===== config.mk =====
export PLATFORM = sky130hd
export DESIGN_NAME = rx_dwidth_conv
export DESIGN_NICKNAME = d
export VERILOG_FILES = /design/src/rtl/rx_dwidth_conv.sv
export SDC_FILE = /design/constraint.sdc
export NUM_CORES = 1
export LEC_CHECK = 0
export BUFFER_PORTS_ARGS = -buffer_cell sky130_fd_sc_hd__buf_2
export CORE_UTILIZATION = 40
export DETAILED_ROUTE_END_ITERATION = 6
export GPL_TIMING_DRIVEN = 0
export SETUP_SLACK_MARGIN = 0.05
export SLEW_MARGIN = 15
export SYNTH_ARGS = -nofsm -noshare
export SYNTH_HDL_FRONTEND = slang
export SYNTH_SLANG_ARGS = --single-unit
export TNS_END_PERCENT = 50

===== constraint.sdc =====
create_clock -name clk -period 6 [get_ports clk]
set_clock_uncertainty 0.2 [all_clocks]
set_input_delay 0.6 -clock clk [delete_from_list [all_inputs] [get_ports clk]]
set_output_delay 0.6 -clock clk [all_outputs]
set_load 0.01 [all_outputs]

===== src/rtl/rx_dwidth_conv.sv =====
// Receive-side width converter: packs RATIO GT words into one frame, hunting for and
// tracking SOF alignment before frames are released downstream.
module rx_dwidth_conv #(
  parameter int unsigned FRAME_WIDTH   = 256,
  parameter int unsigned DWIDTH_IN     = 64,
  parameter int unsigned CNT_WIDTH     = 2,
  parameter int unsigned LOCK_THRESH   = 4,
  parameter int unsigned UNLOCK_THRESH = 4
) (
  input  logic                   clk,
  input  logic                   rst_n,
  input  logic [DWIDTH_IN-1:0]   din,
  input  logic                   din_valid,
  input  logic                   sof_in,
  output logic [FRAME_WIDTH-1:0] dout,
  output logic                   dout_valid,
  output logic [CNT_WIDTH-1:0]   clk_cnt,
  output logic                   locked,
  output logic                   align_err
);

  localparam int unsigned RATIO = 2 ** CNT_WIDTH;
  localparam int unsigned SW    = $clog2(LOCK_THRESH + 1);
  localparam int unsigned MW    = $clog2(UNLOCK_THRESH + 1);

  localparam logic [SW-1:0]        SofLock = SW'(LOCK_THRESH);
  localparam logic [SW-1:0]        SofOne  = SW'(1);
  localparam logic [MW-1:0]        MissMax = MW'(UNLOCK_THRESH);
  localparam logic [MW-1:0]        MissOne = MW'(1);
  localparam logic [CNT_WIDTH-1:0] CntOne  = CNT_WIDTH'(1);
  localparam logic [CNT_WIDTH-1:0] CntLast = {CNT_WIDTH{1'b1}};

  typedef enum logic [1:0] {
    StHunt   = 2'd0,
    StCheck  = 2'd1,
    StLocked = 2'd2
  } state_e;

  state_e                 state_q;
  logic [CNT_WIDTH-1:0]   clk_cnt_q;
  logic [SW-1:0]          sof_cnt_q;
  logic [MW-1:0]          miss_cnt_q;
  logic [FRAME_WIDTH-1:0] frame_q;
  logic [FRAME_WIDTH-1:0] dout_q;
  logic                   dout_valid_q;
  logic                   locked_q;
  logic                   align_err_q;

  logic                   at_slot0;
  logic [SW-1:0]          sof_inc;
  logic [MW-1:0]          miss_inc;
  logic                   unlock;
  logic [FRAME_WIDTH-1:0] frame_ins;

  assign at_slot0 = (clk_cnt_q == '0);
  assign sof_inc  = sof_cnt_q + SofOne;
  assign miss_inc = (miss_cnt_q == MissMax) ? miss_cnt_q : miss_cnt_q + MissOne;
  assign unlock   = (miss_inc == MissMax);

  // Frame buffer with the current word dropped into its slot; slot 0 sits at the MSBs.
  always_comb begin
    frame_ins = frame_q;
    for (int k = 0; k < RATIO; k++) begin
      if (clk_cnt_q == CNT_WIDTH'(k)) begin
        frame_ins[FRAME_WIDTH-1-k*DWIDTH_IN -: DWIDTH_IN] = din;
      end
    end
  end

  always_ff @(posedge clk or negedge rst_n) begin
    if (!rst_n) begin
      state_q      <= StHunt;
      clk_cnt_q    <= '0;
      sof_cnt_q    <= '0;
      miss_cnt_q   <= '0;
      frame_q      <= '0;
      dout_q       <= '0;
      dout_valid_q <= 1'b0;
      locked_q     <= 1'b0;
      align_err_q  <= 1'b0;
    end else begin
      dout_valid_q <= 1'b0;
      align_err_q  <= 1'b0;
      if (din_valid) begin
        unique case (state_q)
          StHunt: begin
            if (sof_in) begin
              frame_q[FRAME_WIDTH-1 -: DWIDTH_IN] <= din;
              clk_cnt_q <= CntOne;
              sof_cnt_q <= SofOne;
              if (SofOne == SofLock) begin
                state_q    <= StLocked;
                locked_q   <= 1'b1;
                miss_cnt_q <= '0;
              end else begin
                state_q <= StCheck;
              end
            end
          end

          StCheck: begin
            if (sof_in && at_slot0) begin
              frame_q[FRAME_WIDTH-1 -: DWIDTH_IN] <= din;
              clk_cnt_q <= CntOne;
              sof_cnt_q <= sof_inc;
              if (sof_inc == SofLock) begin
                state_q    <= StLocked;
                locked_q   <= 1'b1;
                miss_cnt_q <= '0;
              end
            end else if (sof_in) begin
              // Misplaced SOF: drop back to hunt and take this word as a fresh SOF.
              frame_q[FRAME_WIDTH-1 -: DWIDTH_IN] <= din;
              clk_cnt_q <= CntOne;
              sof_cnt_q <= SofOne;
            end else if (at_slot0) begin
              state_q   <= StHunt;
              clk_cnt_q <= '0;
              sof_cnt_q <= '0;
            end else begin
              frame_q   <= frame_ins;
              clk_cnt_q <= clk_cnt_q + CntOne;
            end
          end

          StLocked: begin
            if (at_slot0 && sof_in) begin
              frame_q[FRAME_WIDTH-1 -: DWIDTH_IN] <= din;
              clk_cnt_q  <= CntOne;
              miss_cnt_q <= '0;
            end else if (at_slot0 || sof_in) begin
              if (unlock) begin
                state_q    <= StHunt;
                locked_q   <= 1'b0;
                align_err_q <= 1'b1;
                clk_cnt_q  <= '0;
                sof_cnt_q  <= '0;
                miss_cnt_q <= '0;
              end else begin
                // Missing or early SOF: restart the frame on this word and note the miss.
                frame_q[FRAME_WIDTH-1 -: DWIDTH_IN] <= din;
                clk_cnt_q  <= CntOne;
                miss_cnt_q <= miss_inc;
              end
            end else begin
              frame_q   <= frame_ins;
              clk_cnt_q <= clk_cnt_q + CntOne;
              if (clk_cnt_q == CntLast) begin
                dout_q       <= frame_ins;
                dout_valid_q <= 1'b1;
              end
            end
          end

          default: begin
            state_q   <= StHunt;
            locked_q  <= 1'b0;
            clk_cnt_q <= '0;
            sof_cnt_q <= '0;
          end
        endcase
      end
    end
  end

  assign dout       = dout_q;
  assign dout_valid = dout_valid_q;
  assign clk_cnt    = clk_cnt_q;
  assign locked     = locked_q;
  assign align_err  = align_err_q;

endmodule

==> flow_summary.toml <==
[power_and_ir_drop]
pwr-share-comb_pct = 26.1
p_switching_w = 0.00308
vdd_drop_max_v = 0.000233
pwr-share-seq_pct = 43.4
p_clk_share_pct = 30.4
p_int_w = 0.00697
switching_share_pct = 30.7
powerDensity_nw_per_um2 = 438
power.leakage_nw = 11.8

[floorplanning]
dieArea_um2 = 47700
core_region_area_um2 = 45800
initial_core_util_pct = 40.9
rows = 78
ios = 329
die_y_um = 218
die_width_um = 218

[grt]
grt_pass1_wl_mm = 80.2
grt_pass1_vias = 13473
overflow = 0
antenna_found_initial = 2
track_usage_pct = 21.9
grt_max_degree = 108

[yosys]
yosys_warnings = 0
ys_seq_area_share_pct = 61.6
syn_nets = 1586
synthesis.area_um2 = 18700
ys_seq_elements = 461
ys_top_cells_by_area = "dfrtp_1, mux2_2, mux2i_1"
synth_area_leader_cell = "dfrtp_1"
synth_cell_type_count = 41
synth_top_cell_area_share_pct = 61.6
syn_inst = 1506
syn_avg_cell_area_um2 = 12.4

[clock_tree]
cts_root_buffer = "clkbuf_16"
clock_tree.buffer_depth = 3
cts_made_buffers = 50
cts_tree = "done"
cts.clk_slew.worst_paths_ns = 0.06
clk_latency_ns = 0.60
numClockSinks = 461
htree_num_levels = 2

[worst_hold_path]
hp-class = "in2reg"
hold_start = "din[39]"

[drt]
drtAntennaViolNets = 0
drt-total-wl_mm = 51.1
wl_per_cell_um = 20.2
routed_via_density = 5.21
drtPass1Iterations = 5
drtIter0Drc = 775
vias = 13164
drc = 0

[cells_and_area]
regArea_um2 = 11500
design_area_um2 = 22900
syn_to_final_growth_pct = 22.5
fill_cells = 4098
fin_cells = 2525
multi_input_area_um2 = 6670
fin_nets = 1971
diodes = 0
post_route_cells_drive_above_1_share_pct = 35.1

[setup_path]
crit_slowest_cell = "clkbuf_1"
required_ns = 6.31
cpMostUsedCell = "buf_2"
cp.arrival_ns = 3.62
startpoint = "clk_cnt[0]"
critPathCaptureType = "flop"
critPathMaxStageDelay_ns = 0.76
worstPathCellList = "inv_1, ha_1, buf_2, nor3_4, buf_8, clkbuf_1, buf_2, nor2_1, a21oi_1"
crit_path_max_fanout = 10
timing.rr.start = "clk_cnt[0]"
crit_path_start_kind = "flop"
path_class = "reg2reg"

[sta]
rsz0062_at_grt = "false"
fin_crit_sh_pct = 55.1
worst_pin_slew_ns = 1.00
layout_min_cycle_time_ns = 3.31
maxSlewViolCount = 0
clock.fmax_ghz = 0.302
setup_viol = 0
maxSlewHeadroom_pct = 33.1
timing.final.ws_setup_ns = 2.69
final-hold-violation-count = 0
tns_ns = 0

[place]
detailed_place_hpwl_mm = 35.9
placedCellCount = 2438
placed_area_um2 = 21300
place_congestion = 0.788
place_ws_ns = 2.55
portBuffers = 326

[status]
outcome = "completed"

[job]
max_cap_viol_count = 0
## cell usage in the layout (no fill, tap or decap), types with 3 or more instances in the layout
cell type	n
o21ai_0	12
and2_1	3
mux2i_1	129
clkbuf_16	51
mux2_2	193
nand3_1	4
nor3_1	4
a21oi_1	134
buf_1	10
clkbuf_1	41
clkbuf_8	18
nor2_1	263
a22o_1	64
nand2_1	11
buf_16	5
nor4_1	64
inv_1	11
clkinv_2	4
dfrtp_1	461
ha_1	12
buf_2	391
## cell usage after synthesis (all sizes together)
cell type  count
a211o          1
a211oi         3
a21bo          2
a21boi         1
a21oi        134
a22o          64
a31oi          1
and2           3
and4bb         1
buf           76
clkbuf        32
dfrtp        461
ha            12
inv           11
mux2         194
mux2i        129
nand2         13
nand2b         2
nand3          4
nand3b         1
nand4          1
nor2         263
nor2b          2
nor3           6
nor3b          2
nor4          64
o2111ai        1
o211a          1
o21a           2
o21ai         14
o22ai          1
o31a           1
o31ai          1
or3            1
or3b           1
## layer usage
metal | up-vias | global-route usage, % | routed length, um | share of wire [%]
met2 | 327 | 35.4 | 24600 | 48
li1 | 6096 | - | - | -
met4 | 2 | 5.83 | 1050 | 2.1
met1 | 6672 | 29.3 | 22400 | 44
met5 | - | 0 | 12 | 0.023
met3 | 67 | 5.43 | 3020 | 5.9
## flip-flops by register name (all words and copies together), names as in the netlist
signal and count:
miss_cnt_q 3, locked 1, state_q 2, sof_cnt_q 3, frame_q 192, clk_cnt 2
align_err 1, dout_valid 1, dout 256
## kinds of logic after synthesis
family                     after synthesis  synth area share, %
muxes                                  323                 18.6
DFF                                    461                 61.6
buffers and inverters                  119                 2.83
adders and majority gates               12                0.802
and+or+nand+nor                        364                 8.55
AOI/OAI and AO/OA                      227                 7.65
## layout make-up
cell class | instances | area share (%)
clock inverters | 8 | 0.376
well taps | 600 | 3.27
inverters | 11 | 0.180
repair buffers | 333 | 7.87
plain buffers | 108 | 2.13
multi-input cells | 926 | 29.1
flip-flops and latches | 461 | 50.3
clock buffers | 78 | 6.79
## power groups by stage
stage | Sequential (W) | Combinational, W | Clock (W)
floorplan | 0.00439 | 0.00174 | 0
global placement | 0.00438 | 0.00257 | 0
detailed placement | 0.00441 | 0.00265 | 0
CTS | 0.00436 | 0.00266 | 0.00314
global route | 0.00447 | 0.00291 | 0.00327
finish | 0.00437 | 0.00263 | 0.00306
## per-stage QoR
step	hold WS [ns]	util, %	power (W)
finish	0.105	50.1	0.0101
global route	0.0831	50.1	0.0106
CTS	0.0674	50.1	0.0102
detailed placement	0.290	46.5	0.00706
global placement	0.284	46.1	0.00694
floorplan	0.104	-	0.00613
## critical path, delay by kind of cell (launching register included)
kind,cells,cell delay [ns]
and+or+nand+nor,2,0.47
buffers and inverters,5,1.73
AOI/OAI and AO/OA,1,0.12
DFF,1,0.49
adders and majority gates,1,0.22
## worst paths after layout
| check | slack (ns) | cells past startpoint | endpoint |
|---|---|---|---|
| max | 2.69 | 9 | dout[190] |
| min | 0.11 | 2 | frame_q[231] |
| max reg2reg | 2.69 | 9 | dout[190] |
| min reg2reg | 0.30 | 2 | dout[203] |
| max in group asynchronous | 3.91 | 5 | dout[163] |
| min in group asynchronous | 0.44 | 3 | miss_cnt_q[2] |
## timing repair
| action | 4_1_cts | 5_1_grt |
|---|---|---|
| setup buffers | 0 | 0 |
| hold buffers | 1 | 0 |
| gates resized for setup | 0 | 0 |
| setup endpoints to repair | 0 | 0 |
| endpoints found under the hold margin | 96 | 0 |
Note: power is estimated with default switching activity, not from simulation.
